--- config.mk ---
export PLATFORM = sky130hd
export DESIGN_NAME = fp_sequencer
export DESIGN_NICKNAME = d
export VERILOG_FILES = /design/src/rtl/fp_sequencer.sv
export SDC_FILE = /design/constraint.sdc
export NUM_CORES = 1
export LEC_CHECK = 0
export BUFFER_PORTS_ARGS = -buffer_cell sky130_fd_sc_hd__buf_2
export CAP_MARGIN = 15
export CELL_PAD_IN_SITES_DETAIL_PLACEMENT = 1
export CELL_PAD_IN_SITES_GLOBAL_PLACEMENT = 1
export CORE_ASPECT_RATIO = 2
export CORE_UTILIZATION = 44
export CTS_BUF_LIST = sky130_fd_sc_hd__clkbuf_2 sky130_fd_sc_hd__clkbuf_4 sky130_fd_sc_hd__clkbuf_8
export DETAILED_ROUTE_END_ITERATION = 10
export GPL_ROUTABILITY_DRIVEN = 0
export PLACE_DENSITY_LB_ADDON = 0.1
export SLEW_MARGIN = 20
export SYNTH_ARGS = -nofsm -noshare
export SYNTH_HDL_FRONTEND = slang
export SYNTH_SLANG_ARGS = --single-unit
export TNS_END_PERCENT = 5
--- constraint.sdc ---
create_clock -name clk -period 3.3 [get_ports clk]
set_input_delay 0.495 -clock clk [delete_from_list [all_inputs] [get_ports clk]]
set_output_delay 0.495 -clock clk [all_outputs]
set_load 0.005 [all_outputs]
--- src/rtl/fp_sequencer.sv ---
// fp_sequencer: walks the hidden layer and then the output layer of a
// two-layer network. It issues one weight address and one operand index per
// cycle, delays a valid flag by the memory latency to drive mac_en, and
// strobes the activation write at the end of each neuron.
//
// Optional build macro FP_ABORT_EN: when defined, dropping do_fp during
// ISSUE, DRAIN or WRITE abandons the pass. The accumulator is cleared, the
// valid pipe is flushed and the sequencer returns to IDLE without an
// activation write or fp_done. When undefined, do_fp is sampled only in IDLE
// and every pass runs to completion.
//
// Handshake: do_fp is a request level that is accepted in IDLE. fp_done is a
// single-cycle completion pulse. hold is a stall that freezes address issue
// in ISSUE; the valid pipe keeps shifting while hold is high.
module fp_sequencer #(
  parameter int N_IN    = 784,
  parameter int N_HID   = 30,
  parameter int N_OUT   = 10,
  parameter int MEM_LAT = 1,
  localparam int AW = $clog2(N_IN*N_HID + N_HID*N_OUT),
  localparam int XW = $clog2(N_IN),
  localparam int NW = $clog2(N_HID)
) (
  input  logic          clk,
  input  logic          rst,
  input  logic          do_fp,
  input  logic          hold,
  output logic          fp_done,
  output logic          busy,
  output logic [AW-1:0] w_addr,
  output logic [XW-1:0] x_idx,
  output logic          layer,
  output logic          mac_clr,
  output logic          mac_en,
  output logic          act_we,
  output logic [NW-1:0] act_idx
);

  localparam logic [2:0] IDLE  = 3'd0;
  localparam logic [2:0] ISSUE = 3'd1;
  localparam logic [2:0] DRAIN = 3'd2;
  localparam logic [2:0] WRITE = 3'd3;
  localparam logic [2:0] DONE  = 3'd4;

  // Drain counter needs at least one bit even when MEM_LAT is 1.
  localparam int DW = (MEM_LAT > 1) ? $clog2(MEM_LAT) : 1;
  localparam logic [DW-1:0] D_LAST = DW'(MEM_LAT - 1);

  // Last operand index per layer (fan-in minus one) and last neuron per layer.
  localparam logic [XW-1:0] K_LAST0 = XW'(N_IN - 1);
  localparam logic [XW-1:0] K_LAST1 = XW'(N_HID - 1);
  localparam logic [NW-1:0] N_LAST0 = NW'(N_HID - 1);
  localparam logic [NW-1:0] N_LAST1 = NW'(N_OUT - 1);

  logic [2:0]         state;
  logic [DW-1:0]      dcnt;
  logic [MEM_LAT-1:0] vpipe;
  logic               abort;
  logic               issue;
  logic               last_k;
  logic               last_n;
  logic               last_all;

`ifdef FP_ABORT_EN
  assign abort = !do_fp && ((state == ISSUE) || (state == DRAIN) || (state == WRITE));
`else
  assign abort = 1'b0;
`endif

  assign issue    = (state == ISSUE) && !hold && !abort;
  assign last_k   = (x_idx == (layer ? K_LAST1 : K_LAST0));
  assign last_n   = (act_idx == (layer ? N_LAST1 : N_LAST0));
  assign last_all = layer && last_n;

  assign busy    = (state != IDLE);
  assign fp_done = (state == DONE);
  assign act_we  = (state == WRITE) && !abort;
  assign mac_en  = vpipe[MEM_LAT-1];
  // Clear on pass start, between neurons (the clear lands after the write),
  // and when a pass is abandoned.
  assign mac_clr = ((state == IDLE) && do_fp)
                 || ((state == WRITE) && !last_all)
                 || abort;

  // Main sequencer: state, running weight address, operand index, neuron and layer.
  always_ff @(posedge clk) begin
    if (rst) begin
      state   <= IDLE;
      dcnt    <= '0;
      w_addr  <= '0;
      x_idx   <= '0;
      act_idx <= '0;
      layer   <= 1'b0;
    end else if (abort) begin
      state <= IDLE;
    end else begin
      case (state)
        IDLE: begin
          if (do_fp) begin
            state   <= ISSUE;
            w_addr  <= '0;
            x_idx   <= '0;
            act_idx <= '0;
            layer   <= 1'b0;
          end
        end
        ISSUE: begin
          if (!hold) begin
            w_addr <= w_addr + 1'b1;
            x_idx  <= x_idx + 1'b1;
            if (last_k) begin
              state <= DRAIN;
              dcnt  <= '0;
            end
          end
        end
        DRAIN: begin
          if (dcnt == D_LAST) begin
            state <= WRITE;
          end else begin
            dcnt <= dcnt + 1'b1;
          end
        end
        WRITE: begin
          x_idx <= '0;
          if (!last_n) begin
            act_idx <= act_idx + 1'b1;
            state   <= ISSUE;
          end else if (!layer) begin
            layer   <= 1'b1;
            act_idx <= '0;
            state   <= ISSUE;
          end else begin
            state <= DONE;
          end
        end
        DONE: begin
          state <= IDLE;
        end
        default: begin
          state <= IDLE;
        end
      endcase
    end
  end

  // Valid pipe: a 1 enters on each real issue and emerges MEM_LAT cycles later.
  always_ff @(posedge clk) begin
    if (rst || abort) begin
      vpipe <= '0;
    end else begin
      vpipe <= MEM_LAT'({vpipe, issue});
    end
  end

endmodule

==> results of run 1 <==
-- flip-flops by register name, indices dropped and copies added, names as in the netlist --
register,cells
act_idx,5
layer,1
mac_en,1
state,3
w_addr,15
x_idx,10
-- critical path, stage by stage, from the launching register on --
cell,delay (ps)
dfxtp_1,640
nand3b_1,280
inv_2,180
o21ai_1,210
nand2_1,130
buf_2,120
-- where the power goes --
group / leakage (nW) / switching, mW / internal, mW / total, mW
clock: 0.0470 / 0.151 / 0.164 / 0.315
sequential: 0.283 / 0.0157 / 0.429 / 0.445
combinational: 0.457 / 0.0491 / 0.0301 / 0.0791
total: 0.786 / 0.216 / 0.623 / 0.839
-- metrics by stage --
stage	util	instance area, sq um	std cells	power [mW]	hold slack (ps)
2_1_floorplan	-	1784	211	0.5047	468.2
3_3_place_gp	0.5168	2007	294	0.5319	476.3
3_5_place_dp	0.5168	2007	294	0.5335	488.1
4_1_cts	0.5393	2095	301	0.8461	497.2
5_1_grt	0.5393	2095	301	0.8774	526.1
6_report	0.5393	2095	301	0.8386	493.1
-- path summary, 6_finish.rpt --
| path | start | to | slack [ps] | cells past startpoint |
|---|---|---|---|---|
| worst max-delay path | state[0] | mac_clr | 970 | 5 |
| worst min-delay path | w_addr[14] | w_addr[14] | 490 | 2 |
| worst max register to register | state[0] | w_addr[14] | 1130 | 4 |
| worst min register to register | w_addr[14] | w_addr[14] | 490 | 2 |
-- layer usage --
metal / global-route usage / wire length [microns] / up-vias
li1: - / - / 875
met1: 0.2482 / 1795 / 868
met2: 0.4907 / 2947 / 39
met3: 0.03543 / 123 / 13
met4: 0.1214 / 144 / 0
met5: 0 / 0 / -
-- cell usage in the layout, fill, tap and decap left out, drive strengths merged, types with 2 or more instances in the layout --
cell / netlist / final
nand2b: 5 / 5
xnor2: 5 / 5
xor2: 2 / 2
buf: 2 / 39
o31ai: 7 / 7
nor2: 17 / 17
dfxtp: 35 / 35
or3: 12 / 12
a21oi: 19 / 19
nand2: 14 / 14
a22oi: 3 / 3
o21ai: 12 / 12
or2: 3 / 3
inv: 7 / 7
nand3: 10 / 10
a2111o: 2 / 2
o2111ai: 2 / 2
a31oi: 2 / 2
a211oi: 2 / 2
or4: 9 / 9
nand4: 7 / 7
clkbuf: 5 / 6
or4b: 3 / 3
nor3: 4 / 4
ha: 4 / 4
-- area by class of cell --
type	instances	area (sq um)	area share
flip-flops and latches	35	700.7	0.3345
well taps	51	63.81	0.03047
clock buffers	6	82.58	0.03943
multi-input cells	162	1021	0.4875
repair buffers	39	195.2	0.09319
clock inverters	1	5.005	0.002389
inverters	7	26.28	0.01254
-- logic make-up (layout without fill, tap and decap cells) --
logic type	Yosys count	after routing	share of synthesized area
compound gates	59	59	0.2146
buf+inv	14	53	0.03505
fa+ha+maj	4	4	0.02805
flops	35	35	0.3927
xor+xnor	7	7	0.03436
mux	2	2	0.01192
simple gates	90	90	0.2833
==> flow_results.org, run 1 <==
** Power
- Across the VDD grid, the largest voltage drop is around 0.00020 V.
- Cell Pwr Density :: ~400 nW/um^2
- Leak Pwr :: around 0.79 nW

** STA
- Setup total negative slack on the finished layout was measured at 0 ps.
- The max-slew violation count is 0.
- In the finished design, the share of the clock period the worst path needs comes to 0.7062.
- After layout, the worst setup slack is 969.5 ps.
- RSZ-0062 raised after global routing :: false
- Between clock sinks in the finished design, the worst skew comes to approximately 7.0 ps.
- The final hold violation count came to 0.
- Headroom to the max-slew limit :: 0.5391
- After layout, the minimum clock period comes to about 2300 ps.
- Finish-stage setup viols :: 0
- Peak clock frequency supported by timing :: between 400 and 500 MHz
- At the pin with the least slew margin, the transition time is slightly below 700 ps.

** Logic synthesis
- Of the post-synthesis cell area, the dominant cell type holds 0.3927.
- Of all flip-flops after synthesis, the portion carrying an async set or reset was 0.
- The synthesized design contains 0 enable-type register cells.
- Synth area leader :: dfxtp_1
- In the synthesized netlist, the cells that appear most often are dfxtp_1, a21oi_1, nor2_1.
- Portion of the post-synthesis area used by sequential elements :: 0.3927
- Most common cell in the synthesized netlist :: dfxtp_1
- In the synthesized netlist the dominant register cell turns out to be dfxtp_1.
- Synth area leaders :: dfxtp_1, a21oi_1, or3_1, or4_1, nor2_1
- Syn avg cell area :: 8.456 sq um
- In the synthesized netlist, the number of instances is ~210.
- In this run the cell area of the synthesized design comes to 1784 sq um.
- Number of register bits inferred by synthesis :: 35
- Synthesis produced a netlist with a net count of roughly 220.
- Number of distinct library cell variants in the gate-level netlist after synthesis :: 49
- For this run, the number of Yosys warnings is 0.

** Clocking
- The root buffer cell chosen for the clock tree is clkbuf_8.
- For the worst-skew pair, the clock arrives at the later sink with an insertion delay of 290 ps.
- The clock tree synthesis step divided the H-tree into 2 levels.
- TritonCTS built the clock tree.
- After clock tree synthesis, the clock-pin slew on the worst setup and hold paths is about 70 ps.
- # resized after CTS :: 0
- For this design, the CTS-stage hold fixing added 0 buffers.
- Total CTS buffers :: 5
- Number of buffers inserted by post-CTS setup repair :: 0
- The clock passes through at most 2 buffers.
- The clock drives 35 sinks.

** Layout
- In the final design database the tool counted ~260 nets.
- Counting the fill cells in the layout gives between 500 and 600.
- Synth-to-layout area growth :: 17.39%
- 0 antenna diodes ended up in the layout.
- In the final layout, the share of cells above drive strength 1 is 0.2160.

** Floorplanning
- Die span in x :: ~47 microns
- Starting utilization of the core area :: 0.4594
- I/O pin count :: 40
- The total area inside the core boundary comes to a little under 4000 sq um.
- Overall die area :: between 4000 and 5000 sq um
- Number of rows in the core area :: 32
- Height of the die :: roughly 92 microns

** Worst setup path
- Along the worst path, the maximum fanout reaches 16.
- Setup CP Type :: register to primary output
- For the worst setup path, the data required time is ~2800 ps.
- Critical Path Start Type :: register
- The worst setup path is captured at a primary output.
- STA puts the critical path data arrival time at around 1800 ps.

** Placement
- Number of port buffers :: 39
- The wire-length estimate of the detail-placed layout is approximately 3900 microns.
- Pre-CTS setup slack :: roughly 1200 ps

** Global routing
- For this run, the total global-route usage over all layers was measured as 0.2602.
- Via count of the first global-routing pass :: between 1500 and 2000
- The initial antenna violation count is 0.
- Pin count of the biggest net entering global routing :: 17
- The first global-routing pass estimated approximately 8300 microns of wire.
- Total overflow reported by the global router :: 0

** Route
- The detail route stage leaves a number of antenna-violating nets equal to 0.
- Drt initial violations :: 20
- Vias :: roughly 1800
- Wirelength per Cell :: 16.64 microns
- Total wire length :: between 5000 and 6000 microns
- Per-cell via count in the routed design :: 5.963
- DR DRC count :: 0
- Number of iterations in the first detailed-routing pass :: 4

** Hold path
- In this run the worst hold path is classified as register to register.

** Outcome
- The flow ran to the end, and the final reports show no timing, DRC or antenna violations.

** Run
- Max-cap violations in this run came to 0.
(Power assumes the default switching activity.)
==> run 2, diff against run 1 <==
--- a/config.mk
+++ b/config.mk
@@ -10,7 +10,7 @@
 export CELL_PAD_IN_SITES_DETAIL_PLACEMENT = 1
 export CELL_PAD_IN_SITES_GLOBAL_PLACEMENT = 1
 export CORE_ASPECT_RATIO = 2
-export CORE_UTILIZATION = 44
+export CORE_UTILIZATION = 41
 export CTS_BUF_LIST = sky130_fd_sc_hd__clkbuf_2 sky130_fd_sc_hd__clkbuf_4 sky130_fd_sc_hd__clkbuf_8
 export DETAILED_ROUTE_END_ITERATION = 10
 export GPL_ROUTABILITY_DRIVEN = 0
==> constraint.sdc (replaced) <==
create_clock -name clk -period 2.4 [get_ports clk]
set_input_delay 0.36 -clock clk [delete_from_list [all_inputs] [get_ports clk]]
set_output_delay 0.36 -clock clk [all_outputs]
set_load 0.005 [all_outputs]
==> run 2 against run 1 <==
Effect of this change:
- cell count grew 2.7%
- clock power grew 77%
- flip-flop and latch count is the same
- worst hold slack lost 90 ps
- setup slack lost 690 ps
- non-clock buffer count grew 6
- wire length grew 0.34%
- total power grew 54%
- critical path type unchanged
- largest power group unchanged
==> flow_results.org, run 2 (synthesis gave the netlist of run 1 again) <==
** STA
- RSZ-0062 raised after global routing :: false
- Final worst clock skew :: between 8 and 9 ps
- The final hold violation count came to 0.
- Adding up every negative setup slack in the final design gives 0 ps.
- Slew @ Worst Pin :: between 800 and 900 ps
- Finish-stage setup viols :: 0
- The clock period could shrink to roughly 2100 ps.
- The max-slew violation count came to 0.
- Timing would allow up to between 400 and 500 MHz.
- Hold timing on the final database bottoms out at a slack of 403.4 ps.
- The worst pin sits at a relative slew slack of 0.4482.
- Final critical-path share of the clock period :: 0.8849

** Clocking
- Buffers added to address setup during post-CTS repair amount to 0.
- After clock tree synthesis, the clock-pin slew on the worst setup and hold paths is 80 ps.
- Number of clock sinks :: 35
- CTS tree :: built
- Hold-fix buffers, CTS :: 0
- # resized after CTS :: 0
- In this run the deepest clock path goes through 2 buffers.
- In this run the number of H-tree levels came out at 2.
- Clock latency on the worst-skew pair :: approximately 300 ps
- In this run, CTS created clock tree buffers numbering 5.
- Clk Tree Root Cell :: clkbuf_8

** Placement
- The HPWL after detailed placement is about 3800 microns.
- Buffers placed on the I/O ports in this run total 39.

** Power
- IR analysis of the VDD net gives a maximum drop of between 0.0003 and 0.0004 V.
- Leak Pwr :: 0.8292 nW
- Overall power consumption after layout is estimated at between 1 and 1.5 mW.
- Proportion of power drawn by combinational gates :: 0.104
- Of the total power, the share spent switching nets is 0.2431.
- Power spread over the standard cell area amounts to between 500 and 600 nW/um^2.
- Of the total power, registers draw 0.464.
- Summed over all nets, the switching power comes to 314.6 uW.
- Proportion of power drawn by the clock network :: 0.432
- Internal Dissipation :: just under 1 mW

** Floorplanning
- From left edge to right edge, the die measures roughly 50 microns.
- The die covers between 4000 and 5000 sq um.
- Area of the core region :: approximately 4100 sq um
- 40 I/O pins were placed.
- Height of the die :: about 95 microns
- The initial utilization of the core area, before any placement, comes to 0.4321.
- In this run the core area contains 33 standard-cell rows.

** Route
- After the first detailed-routing iteration, the DRC count stood at 20.
- Wirelength per Cell :: between 15 and 20 microns
- In the routed design, unresolved DRC markers number 0.
- The final route contains between 1500 and 2000 vias.
- The pre-antenna-repair detailed-routing pass consisted of 4 iterations.
- Summed over all layers, the routed wires come to between 5000 and 6000 microns.
- Per-cell via count in the routed design :: between 5 and 6
- Remaining number of nets flagged by the antenna check after routing :: 0

** Worst setup path
- The setup path with the least slack is of type register to primary output.
- Worst-path maximum fanout :: 8
- Data arrival time of the worst path :: roughly 1800 ps
- Critical Path Start Type :: register
- Worst EP required :: a little over 2000 ps
- Type of element capturing the critical path :: primary output

** Layout
- Net count, final :: between 200 and 300
- The register with the most flip-flops in the layout has 15 of them.
- Commonest non-fill, non-tap cell in the layout :: buf_2
- Area of all sequential standard cells :: roughly 700 sq um
- The multi-input combinational cells in the finished layout cover a total of about 1000 sq um.
- Ratio of cells with drive above 1 in the final layout :: 0.2374
- From synthesis to final layout, the design area changed by 21.67%.
- Counting flops per register, the top entry is w_addr.
- Biggest regs :: w_addr x15, x_idx x10, act_idx x5
- The number of antenna diodes in the final layout is 0.
- Commonest cells after routing, fill and taps aside :: buf_2, dfxtp_1, a21oi_1, nor2_1, nand2_1
- Once layout is complete, the utilization of the core stands at 0.5258.
- The layout has between 500 and 600 filler cells.

** Global routing
- The initial antenna violation count came to 0.
- The number of global-route vias before repair came to 1833.
- Across every metal layer, demand over resource in global routing totals 0.2367.
- The first global-routing pass estimated around 8300 microns of wire.
- Summed over all layers, the global routing overflow is 0.
- Entering global routing, the biggest net connects 14 pins.

** Hold path
- Type of the worst min-delay path :: input port to register

** Outcome
- Result of the run :: finished clean

** Run
- Max-cap violations in this run came to 0.
[run 2: cell types whose count changed in the layout (fill, tap and decap cells not counted)]
cell	before	now
buf_4	0	6
bufinv_16	0	1
[run 2: layer usage]
layer	global-route usage	vias to the layer above	routed length [microns]
met5	0	-	0
met4	0.1324	0	131
met3	0.04147	12	135
li1	-	886	-
met2	0.4861	39	2947
met1	0.2065	891	1812
[run 2: power groups by stage]
stage	Combinational, mW	Sequential [mW]	Clock (mW)
after floorplan	0.0787	0.615	0
after global placement	0.133	0.614	0
after detailed placement	0.135	0.614	0
after CTS	0.136	0.601	0.574
after global routing	0.148	0.602	0.594
final	0.135	0.601	0.558
[run 2: final timing paths]
kind	start	end	slack (ps)	cells past startpoint
max	act_idx[0]	mac_clr	280	5
min	rst	w_addr[1]	400	2
max reg2reg	state[2]	w_addr[14]	420	4
min reg2reg	w_addr[14]	w_addr[14]	490	2
[run 2: cell type report]
cell class              instances  share of cell area
clock buffers                   6             0.03804
clock inverters                 2             0.01614
inverters                       7             0.01210
well taps                      52             0.02997
repair buffers                 45              0.1107
flip-flops and latches         35              0.3228
multi-input cells             162              0.4703
[run 2: through the flow]
| step | setup slack [ps] | std cells | area, sq um |
|---|---|---|---|
| floorplan | 573.8 | 211 | 1784 |
| global placement | 463.4 | 301 | 2053 |
| detailed placement | 437.2 | 301 | 2053 |
| CTS | 299.4 | 309 | 2171 |
| global route | 124.7 | 309 | 2171 |
| finish | 276.3 | 309 | 2171 |
[run 2: critical path: stages, from the launching register on]
cell and delay (ps):
dfxtp_1 430, ha_1 210, nand4b_1 150, o21ai_1 420
nand2_1 100, buf_2 150
